`config.mk`:
```
export PLATFORM = sky130hd
export DESIGN_NAME = cpu_sequencer_flat
export DESIGN_NICKNAME = d
export VERILOG_FILES = /design/src/rtl/cpu_sequencer_if.sv /design/src/rtl/cpu_sequencer.sv /design/src/flat_wrapper.sv
export SDC_FILE = /design/constraint.sdc
export NUM_CORES = 1
export LEC_CHECK = 0
export ABC_AREA = 0
export BUFFER_PORTS_ARGS = -buffer_cell sky130_fd_sc_hd__buf_2
export CAP_MARGIN = 20
export CORE_UTILIZATION = 50
export CTS_BUF_LIST = sky130_fd_sc_hd__clkbuf_4 sky130_fd_sc_hd__clkbuf_8
export CTS_CLUSTER_DIAMETER = 200
export CTS_CLUSTER_SIZE = 20
export DETAILED_ROUTE_END_ITERATION = 8
export PLACE_DENSITY = 0.9
export SYNTH_ARGS = -nofsm -noshare
export SYNTH_HDL_FRONTEND = slang
export SYNTH_SLANG_ARGS = --single-unit
export TNS_END_PERCENT = 20
```
`constraint.sdc`:
```
create_clock -name clk -period 2.3 [get_ports clk]
set_input_delay 0.575 -clock clk [delete_from_list [all_inputs] [get_ports clk]]
set_output_delay 0.575 -clock clk [all_outputs]
set_load 0.02 [all_outputs]
```
`src/rtl/cpu_sequencer_if.sv`:
```
// Instruction-fetch port between the sequencer and instruction memory.
// The sequencer owns req/addr; memory answers with ack/rdata.
interface cpu_sequencer_if #(
    parameter int ADDR_W = 16
);
    logic              imem_req;
    logic [ADDR_W-1:0] imem_addr;
    logic              imem_ack;
    logic [15:0]       imem_rdata;

    modport master (
        output imem_req,
        output imem_addr,
        input  imem_ack,
        input  imem_rdata
    );

    modport slave (
        input  imem_req,
        input  imem_addr,
        output imem_ack,
        output imem_rdata
    );
endinterface

```
`src/rtl/cpu_sequencer.sv`:
```
// Multi-cycle fetch/decode/execute/writeback sequencer for the 16-bit core.
// Owns IR, PC, NZP condition codes and the retired-instruction counter.
//
//   state    | meaning
//   ---------+--------------------------------------------------------
//   S_IDLE   | halted; waits for run at an instruction boundary
//   S_FETCH  | imem_req held with addr=pc until imem_ack
//   S_DECODE | one settle cycle for decoder and datapath
//   S_EXEC   | branch resolve / retire, or hand off to writeback
//   S_WB     | rf_we strobe, CC update, retire (reported as EXEC)
module cpu_sequencer #(
    parameter int                ADDR_W   = 16,
    parameter logic [ADDR_W-1:0] RESET_PC = 16'h3000
) (
    input  logic                clk,
    input  logic                rst_n,
    input  logic                run,
    cpu_sequencer_if.master     imem,
    output logic [15:0]         ir,
    input  logic                dec_we_reg,
    input  logic                dec_branch,
    input  logic [ADDR_W-1:0]   branch_target,
    input  logic [15:0]         wb_data,
    output logic                rf_we,
    output logic [ADDR_W-1:0]   pc,
    output logic [2:0]          cc,
    output logic [1:0]          state,
    output logic [15:0]         retired
);

    typedef enum logic [2:0] {
        S_IDLE   = 3'd0,
        S_FETCH  = 3'd1,
        S_DECODE = 3'd2,
        S_EXEC   = 3'd3,
        S_WB     = 3'd4
    } seq_state_t;

    seq_state_t cur_st;
    seq_state_t nxt_st;
    logic       imem_req_c;
    logic       rf_we_c;
    logic       taken;

    // JMP (opcode 1100) is unconditional; BR tests its nzp mask against cc.
    assign taken = (ir[15:12] == 4'b1100) | (|(ir[11:9] & cc));

    always_comb begin
        nxt_st     = cur_st;
        imem_req_c = 1'b0;
        rf_we_c    = 1'b0;
        case (cur_st)
            S_IDLE: begin
                if (run) nxt_st = S_FETCH;
            end
            S_FETCH: begin
                imem_req_c = 1'b1;
                if (imem.imem_ack) nxt_st = S_DECODE;
            end
            S_DECODE: begin
                nxt_st = S_EXEC;
            end
            S_EXEC: begin
                if (!dec_branch && dec_we_reg) nxt_st = S_WB;
                else                           nxt_st = run ? S_FETCH : S_IDLE;
            end
            S_WB: begin
                rf_we_c = 1'b1;
                nxt_st  = run ? S_FETCH : S_IDLE;
            end
            default: nxt_st = S_IDLE;
        endcase
    end

    always_ff @(posedge clk) begin
        if (!rst_n) begin
            cur_st  <= S_IDLE;
            pc      <= RESET_PC;
            ir      <= 16'h0000;
            cc      <= 3'b010;
            retired <= 16'h0000;
        end else begin
            cur_st <= nxt_st;
            case (cur_st)
                S_FETCH: begin
                    if (imem.imem_ack) begin
                        ir <= imem.imem_rdata;
                        pc <= pc + 1'b1;
                    end
                end
                S_EXEC: begin
                    // Branch wins over a simultaneous register write.
                    if (dec_branch) begin
                        if (taken) pc <= branch_target;
                        retired <= retired + 16'd1;
                    end else if (!dec_we_reg) begin
                        retired <= retired + 16'd1;
                    end
                end
                S_WB: begin
                    if (wb_data[15])           cc <= 3'b100;
                    else if (wb_data == 16'd0) cc <= 3'b010;
                    else                       cc <= 3'b001;
                    retired <= retired + 16'd1;
                end
                default: ;
            endcase
        end
    end

    always_comb begin
        case (cur_st)
            S_IDLE:   state = 2'd0;
            S_FETCH:  state = 2'd1;
            S_DECODE: state = 2'd2;
            default:  state = 2'd3;
        endcase
    end

    assign imem.imem_req  = imem_req_c;
    assign imem.imem_addr = pc;
    assign rf_we          = rf_we_c;

endmodule

```
`src/flat_wrapper.sv`:
```
// flat-port wrapper written by rule: the top's interface ports become plain ports
module cpu_sequencer_flat 
#(
    parameter int                ADDR_W   = 16,
    parameter logic [ADDR_W-1:0] RESET_PC = 16'h3000
)
  (clk, rst_n, run, ir, dec_we_reg, dec_branch, branch_target, wb_data, rf_we, pc, cc, state, retired, imem_imem_req, imem_imem_addr, imem_imem_ack, imem_imem_rdata);
  cpu_sequencer_if #(.ADDR_W(ADDR_W)) imem_i ();
  input  logic clk;
  input  logic rst_n;
  input  logic run;
  output logic [15:0] ir;
  input  logic dec_we_reg;
  input  logic dec_branch;
  input  logic [ADDR_W-1:0] branch_target;
  input  logic [15:0] wb_data;
  output logic rf_we;
  output logic [ADDR_W-1:0] pc;
  output logic [2:0] cc;
  output logic [1:0] state;
  output logic [15:0] retired;
  output wire logic [$bits(imem_i.imem_req)-1:0] imem_imem_req;
  output wire logic [$bits(imem_i.imem_addr)-1:0] imem_imem_addr;
  input wire logic [$bits(imem_i.imem_ack)-1:0] imem_imem_ack;
  input wire logic [$bits(imem_i.imem_rdata)-1:0] imem_imem_rdata;
  assign imem_imem_req = imem_i.imem_req;
  assign imem_imem_addr = imem_i.imem_addr;
  assign imem_i.imem_ack = imem_imem_ack;
  assign imem_i.imem_rdata = imem_imem_rdata;
  cpu_sequencer #(.ADDR_W(ADDR_W), .RESET_PC(RESET_PC)) u_core (.clk(clk), .rst_n(rst_n), .run(run), .imem(imem_i), .ir(ir), .dec_we_reg(dec_we_reg), .dec_branch(dec_branch), .branch_target(branch_target), .wb_data(wb_data), .rf_we(rf_we), .pc(pc), .cc(cc), .state(state), .retired(retired));
endmodule
```
==> metrics.csv, run 1 <==
stage,metric,value,unit
timing,hold_viol,0,
route,wl_met2,3.890,mm
global_route,grt_overflow,0,
global_route,grt_pass1_wl,12.87,mm
setup_path,path_buf_inv,2,
timing,min_period,2.079,ns
global_route,grt_start_max_net_pins,28,
layout,drive_gt1_share,33.91,%
setup_path,critPathMaxFanout,8,
route,met3_length,586,um
setup_path,r2r-end,u_core.retired[11],
route,vias,3127,
route,wl,8.015,mm
yosys,synth_top_area_share,36.70,%
timing,timing.final.crit_share,90.41,%
yosys,yosysTopAreaCell,dfxtp_1,
route,routed.top_layer,met4,
yosys,ys_seq_elements,54,
timing,fin_skew,0.007349,ns
floorplan,rows,27,
yosys,synth_common_cells,"nand2_1 (62), dfxtp_1 (54), a21oi_1 (37)",
cts,clock_latency,0.30,ns
global_route,grt_usage,26.12,%
route,dr.pass1.iters,4,
yosys,synthFlopType,dfxtp_1,
setup_path,worstSetupPathType,flop to primary output,
yosys,postSynthAreaPerCell,8.181,um^2
placement,dp_hpwl,5.956,mm
global_route,antenna_found_initial,0,
setup_path,path_delay_family,simple AND/OR/NAND/NOR gates,
yosys,ys_seq_area_share,36.70,%
cts,postCtsHoldBufs,0,
run,maxCapViolations,0,
setup_path,worstSetupEndpointType,primary output,
power,peakVddDrop,0.4057,mV
floorplan,die-area,0.006202,mm^2
cts,clock_sinks,54,
yosys,synthesis.instances,360,
timing,fmax,480.9,MHz
timing,whs,0.4586,ns
setup_path,crit_arrival,1.50,ns
setup_path,start_kind,flop,
cts,cts-htree-levels,2,
floorplan,initial_core_util,52.52,%
floorplan,io_pins,125,
route,ant_nets,0,
setup_path,r2r_start,u_core.cur_st[0],
yosys,syn_nets,416,
cts,cts_buffer_depth,2,
cts,ctsResizeCount,0,
timing,setup_violations,0,
run_status,status,finished clean,
floorplan,core,0.005608,mm^2
cts,clk_pin_slew_worst_paths,0.08,ns
hold_path,hold_path_end,u_core.ir[8],
yosys,ys_async_sr_fraction,0,%
yosys,synth_edf_count,0,
route,drt_iter0_drc,293,
route,wl_met1,3.381,mm
yosys,synth_area,0.002945,mm^2
layout,syn2layout_area_growth,21.37,%
hold_path,min_from,u_core.ir[8],
setup_path,rr_worst_depth,6,
floorplan,die_w,78.75,um
yosys,yosysUniqueCellTypes,59,
cts,postCtsSetupBuffers,0,
power,p_leak,1.505,nW
route,wire_per_inst,15.07,um
floorplan,die-height,78.75,um
setup_path,cpMaxStageDelayCell,or3b_1,
timing,tns,0,ns
route,route.detailed.drc,0,
yosys,synth.area.top_cells,"dfxtp_1 (37%), nand2_1 (7.9%), a21oi_1 (6.3%)",
cts,cts_tree,built,
layout,n_antenna_cell,0,
timing,rsz0062_at_grt,no,
hold_path,hold-path-cell-count,2,
hold_path,hold_class,flop to flop,
cts,root_buffer,clkbuf_8,
layout,nNetsFinal,517,
yosys,yosysWarnings,0,
cts,cts_made_buffers,5,
timing,drv_slew,0,
setup_path,max_stage_delay,0.56,ns
placement,portBuffers,124,
setup_path,cp.required,1.73,ns
setup_path,cp_cell_sequence,or3b_1 > clkinv_8 > buf_2,
route,via_per_inst,5.878,
yosys,synth_most_common_cell,nand2_1,
timing,slew_headroom,62.27,%
power,powerDensity,491.6,mW/mm^2
setup_path,reg2reg_slack,0.28,ns
global_route,grt_pass1_vias,2852,
timing,tightest_slew,0.5642,ns
placement,gp_congestion,0.8475,
power breakdown:
group / leakage, nW / switching, mW / internal (mW)
Combinational: 1.03 / 0.158 / 0.102
Sequential: 0.437 / 0.0179 / 0.955
Clock: 0.0431 / 0.291 / 0.233
Total: 1.51 / 0.467 / 1.29
sequential cells by signal, indices dropped and copies added, names as in the netlist:
name and count:
u_core.imem.imem_addr 16, u_core.ir 16, u_core.retired 16, u_core.cc 3, u_core.cur_st 3
tightest hold or removal path: cells and delay by family, from the launching register on:
kind / cells / cell delay, ns
DFF: 1 / 0.32
and+or+nand+nor: 1 / 0.05
AOI/OAI and AO/OA: 1 / 0.05
through the flow:
step	area [um^2]	worst slack (ns)	instances	total power, mW	util [%]
after CTS	3575	0.2088	532	1.765	63.74
after global routing	3575	0.1599	532	1.824	63.74
after detailed placement	3492	0.3021	526	1.252	62.27
after floorplan	2945	0.2546	360	1.149	-
final	3575	0.2206	532	1.757	63.74
after global placement	3492	0.3612	526	1.246	62.27
cells in the final DEF, fill, tap and decap left out, types with 4 or more instances in the layout:
cell type	count
nor3_1	10
nor4_1	7
a31oi_1	6
nor2_1	12
o22ai_1	5
nand4_1	10
buf_2	124
mux2i_1	7
and4_1	7
o221a_2	4
or4_1	9
and2_1	4
inv_1	4
buf_4	11
dfxtp_1	54
nand2_1	62
clkbuf_8	6
o31ai_1	12
a21oi_1	37
nand2b_1	4
nand3_1	10
metal layers:
metal  vias to the layer above  GRT usage (%)
met5                         -              0
met4                         0          10.00
met3                        18          5.977
met2                       151          44.43
met1                      1436          31.86
li1                       1522              -
logic make-up (layout without fill, tap and decap cells):
group / after synthesis / in the layout / synth area share [%]
simple gates: 154 / 154 / 27.91
flops: 54 / 54 / 36.70
fa+ha+maj: 2 / 2 / 0.8495
compound gates: 95 / 95 / 22.30
buf+inv: 47 / 147 / 9.558
mux: 7 / 7 / 2.379
xor+xnor: 1 / 1 / 0.2974
layout make-up:
class	instances	area (um^2)
Clock buffer	6	82.58
Inverter	6	35.03
Timing Repair Buffer	135	703.2
Tap cell	72	90.09
Sequential cell	54	1081
Fill cell	487	2033
Multi-Input combinational cell	259	1583
worst max path at each step:
stage,start,endpoint,slack (ns),depth (start not counted)
finish,u_core.cur_st[0],rf_we,0.22,3
detailed placement,u_core.cur_st[0],u_core.retired[5],0.30,6
global route,u_core.cur_st[0],rf_we,0.16,3
global placement,u_core.cur_st[0],u_core.retired[11],0.36,6
floorplan,u_core.imem.imem_addr[0],u_core.imem.imem_addr[12],0.25,5
CTS,u_core.cur_st[0],rf_we,0.21,3
Note: power is estimated with default switching activity, not from simulation.
==> inputs of run 2 (changes only) <==
--- a/config.mk
+++ b/config.mk
@@ -8,12 +8,13 @@
 export ABC_AREA = 0
 export BUFFER_PORTS_ARGS = -buffer_cell sky130_fd_sc_hd__buf_2
 export CAP_MARGIN = 20
-export CORE_UTILIZATION = 50
+export CORE_MARGIN = 2
+export CORE_UTILIZATION = 35
 export CTS_BUF_LIST = sky130_fd_sc_hd__clkbuf_4 sky130_fd_sc_hd__clkbuf_8
 export CTS_CLUSTER_DIAMETER = 200
 export CTS_CLUSTER_SIZE = 20
 export DETAILED_ROUTE_END_ITERATION = 8
-export PLACE_DENSITY = 0.9
+export PLACE_DENSITY = 0.71
 export SYNTH_ARGS = -nofsm -noshare
 export SYNTH_HDL_FRONTEND = slang
 export SYNTH_SLANG_ARGS = --single-unit
==> constraint.sdc (replaced) <==
create_clock -name clk -period 1.67 [get_ports clk]
set_input_delay 0.4175 -clock clk [delete_from_list [all_inputs] [get_ports clk]]
set_output_delay 0.4175 -clock clk [all_outputs]
set_load 0.02 [all_outputs]
==> run 2 against run 1 <==
Against the previous run: the run now ends with negative setup slack left; sequential power grew 38%; first-iteration DRC count decreased by 60%; design area increased by 13%; global-route usage decreased by 7.6 points; routed wire length up 8.1%; clock skew is 0.0021 ns lower; total power rose by 51%; sequential share of layout area shrank 3.1 points; critical path depth increased by 1; flip-flop and latch count is the same; largest power group unchanged.
==> metrics.csv, run 2 (synthesis results as in run 1) <==
stage,metric,value,unit
power,p_int,1.950,mW
timing,hold_viol,0,
global_route,grt_overflow,0,
setup_path,reg2reg_slack,-0.02,ns
placement,placed_area,0.003799,mm^2
floorplan,die-area,0.009165,mm^2
power,clockPowerShare,33.9,%
hold_path,hold_class,input port to flop,
setup_path,setup.worst_path.end,rf_we,
cts,cts_tree,built,
setup_path,start_kind,flop,
timing,setup_violations,4,
cts,clock_latency,0.31,ns
timing,timing.final.crit_share,105.6,%
layout,nNetsFinal,548,
power,powerDensity,656.2,mW/mm^2
setup_path,worstSetupPathType,flop to primary output,
power,swShare,26.58,%
timing,setup_ws,-0.09380,ns
timing,rsz0062_at_grt,yes,
cts,cts_buffer_depth,2,
layout,fill_cells,802,
floorplan,rows,33,
route,vias,3220,
placement,dp_hpwl,6.373,mm
route,via_per_inst,5.385,
setup_path,r2r_start,u_core.cur_st[1],
global_route,grt_usage,18.52,%
route,wl,8.665,mm
floorplan,die-height,95.74,um
floorplan,initial_core_util,36.03,%
run,maxCapViolations,0,
timing,fmax,567.0,MHz
global_route,antenna_found_initial,0,
setup_path,rr_worst_depth,6,
layout,final_cell_mix,"buf_2 (121), nand2_1 (60), dfxtp_1 (43)",
layout,layout_commonest_cell,buf_2,
floorplan,die_w,95.74,um
power,p_leak,1.762,nW
cts,postCtsHoldBufs,0,
route,drt_iter0_drc,118,
power,power_frac_seq,50.3,%
layout,n_antenna_cell,0,
power,power_frac_comb,15.7,%
layout,drive_gt1_share,43.20,%
cts,cts_made_buffers,5,
placement,portBuffers,124,
timing,tns,-0.1800,ns
route,ant_nets,0,
floorplan,io_pins,125,
setup_path,startpoint,u_core.cur_st[1],
cts,clk_pin_slew_worst_paths,0.10,ns
setup_path,crit_arrival,1.35,ns
setup_path,worstSetupEndpointType,primary output,
route,wire_per_inst,14.49,um
placement,gp_congestion,0.8997,
timing,slew_headroom,63.60,%
global_route,grt_start_max_net_pins,23,
run_status,status,"complete, but fails checks",
global_route,grt_pass1_wl,13.68,mm
timing,fin_skew,0.005232,ns
global_route,grt_pass1_vias,2961,
cts,root_buffer,clkbuf_8,
route,dr.pass1.iters,4,
setup_path,critPathMaxFanout,2,
cts,cts-htree-levels,2,
run_status,violations,negative setup slack,
timing,tightest_slew,0.5448,ns
floorplan,core,0.008175,mm^2
layout,stdcell_area,0.004048,mm^2
setup_path,r2r-end,u_core.retired[14],
power,peakVddDrop,0.3524,mV
timing,min_period,1.764,ns
timing,drv_slew,0,
power,switchingPower,0.7059,mW
cts,clock_sinks,54,
route,route.detailed.drc,0,
setup_path,cp.required,1.25,ns
layout,syn2layout_area_growth,37.43,%
## run 2: cell count changes in the layout (fill, tap and decap cells not counted), moves of 3 or more
cell,change
buf_6,+7
dfxtp_1,-11
dfxtp_2,+9
nor4_4,+3
buf_2,-3
buf_4,+25
## run 2: through the flow
step	std cells	hold slack (ns)	setup WS, ns	utilization (%)	total power [mW]
after global routing	598	0.3277	-0.1315	49.51	2.762
final	598	0.3331	-0.09380	49.51	2.656
after detailed placement	588	0.4486	-0.2289	46.46	1.759
after global placement	588	0.4393	-0.1916	46.46	1.752
after floorplan	360	0.5016	-0.01063	-	1.585
after CTS	598	0.3198	-0.1079	48.96	2.679
## run 2: area by class of cell
type | instances | area (um^2) | share of cell area [%]
multi-input combinational | 259 | 1674 | 41.36
sequential | 54 | 1100 | 27.17
timing repair buffer | 166 | 994.7 | 24.57
tap | 105 | 131.4 | 3.246
clock buffer | 5 | 68.82 | 1.700
clock inverter | 3 | 43.79 | 1.082
inverter | 6 | 35.03 | 0.8655
## run 2: repair_timing
action                                  in CTS  in global routing
endpoints found under the setup margin      16                 33
gates resized for setup                     20                 16
pin swaps                                    5                  3
setup buffers                                2                  0
## run 2: worst min-delay path by stage
stage	startpoint	endpoint	slack, ns	cells past startpoint
detailed placement	u_core.ir[5]	u_core.ir[5]	0.45	2
global placement	u_core.ir[8]	u_core.ir[8]	0.44	2
global route	imem_imem_rdata[15]	u_core.ir[15]	0.33	3
finish	imem_imem_rdata[11]	u_core.ir[11]	0.33	3
floorplan	u_core.cur_st[2]	u_core.cur_st[1]	0.50	1
CTS	imem_imem_rdata[11]	u_core.ir[11]	0.32	3
## run 2: layer usage
layer  vias to the layer above  global-route usage (%)  share of wire (%)
met5                         -                       0                  0
li1                       1588                       -                  -
met4                         0                   5.714                1.5
met3                        14                   3.915                8.0
met1                      1466                   23.20                 42
met2                       152                   31.82                 49
## run 2: power by group through the flow
| stage | logic (mW) | clock network, mW | registers (mW) |
|---|---|---|---|
| after floorplan | 0.183 | 0 | 1.40 |
| after CTS | 0.409 | 0.934 | 1.34 |
| after global routing | 0.455 | 0.966 | 1.34 |
| final | 0.418 | 0.902 | 1.34 |
| after detailed placement | 0.395 | 0 | 1.36 |
| after global placement | 0.389 | 0 | 1.36 |
## run 2: critical path, stage by stage, from the launching register on
cell and delay [ns]:
dfxtp_2 0.34, or3b_4 0.44, clkinv_8 0.07, buf_6 0.09, buf_6 0.10
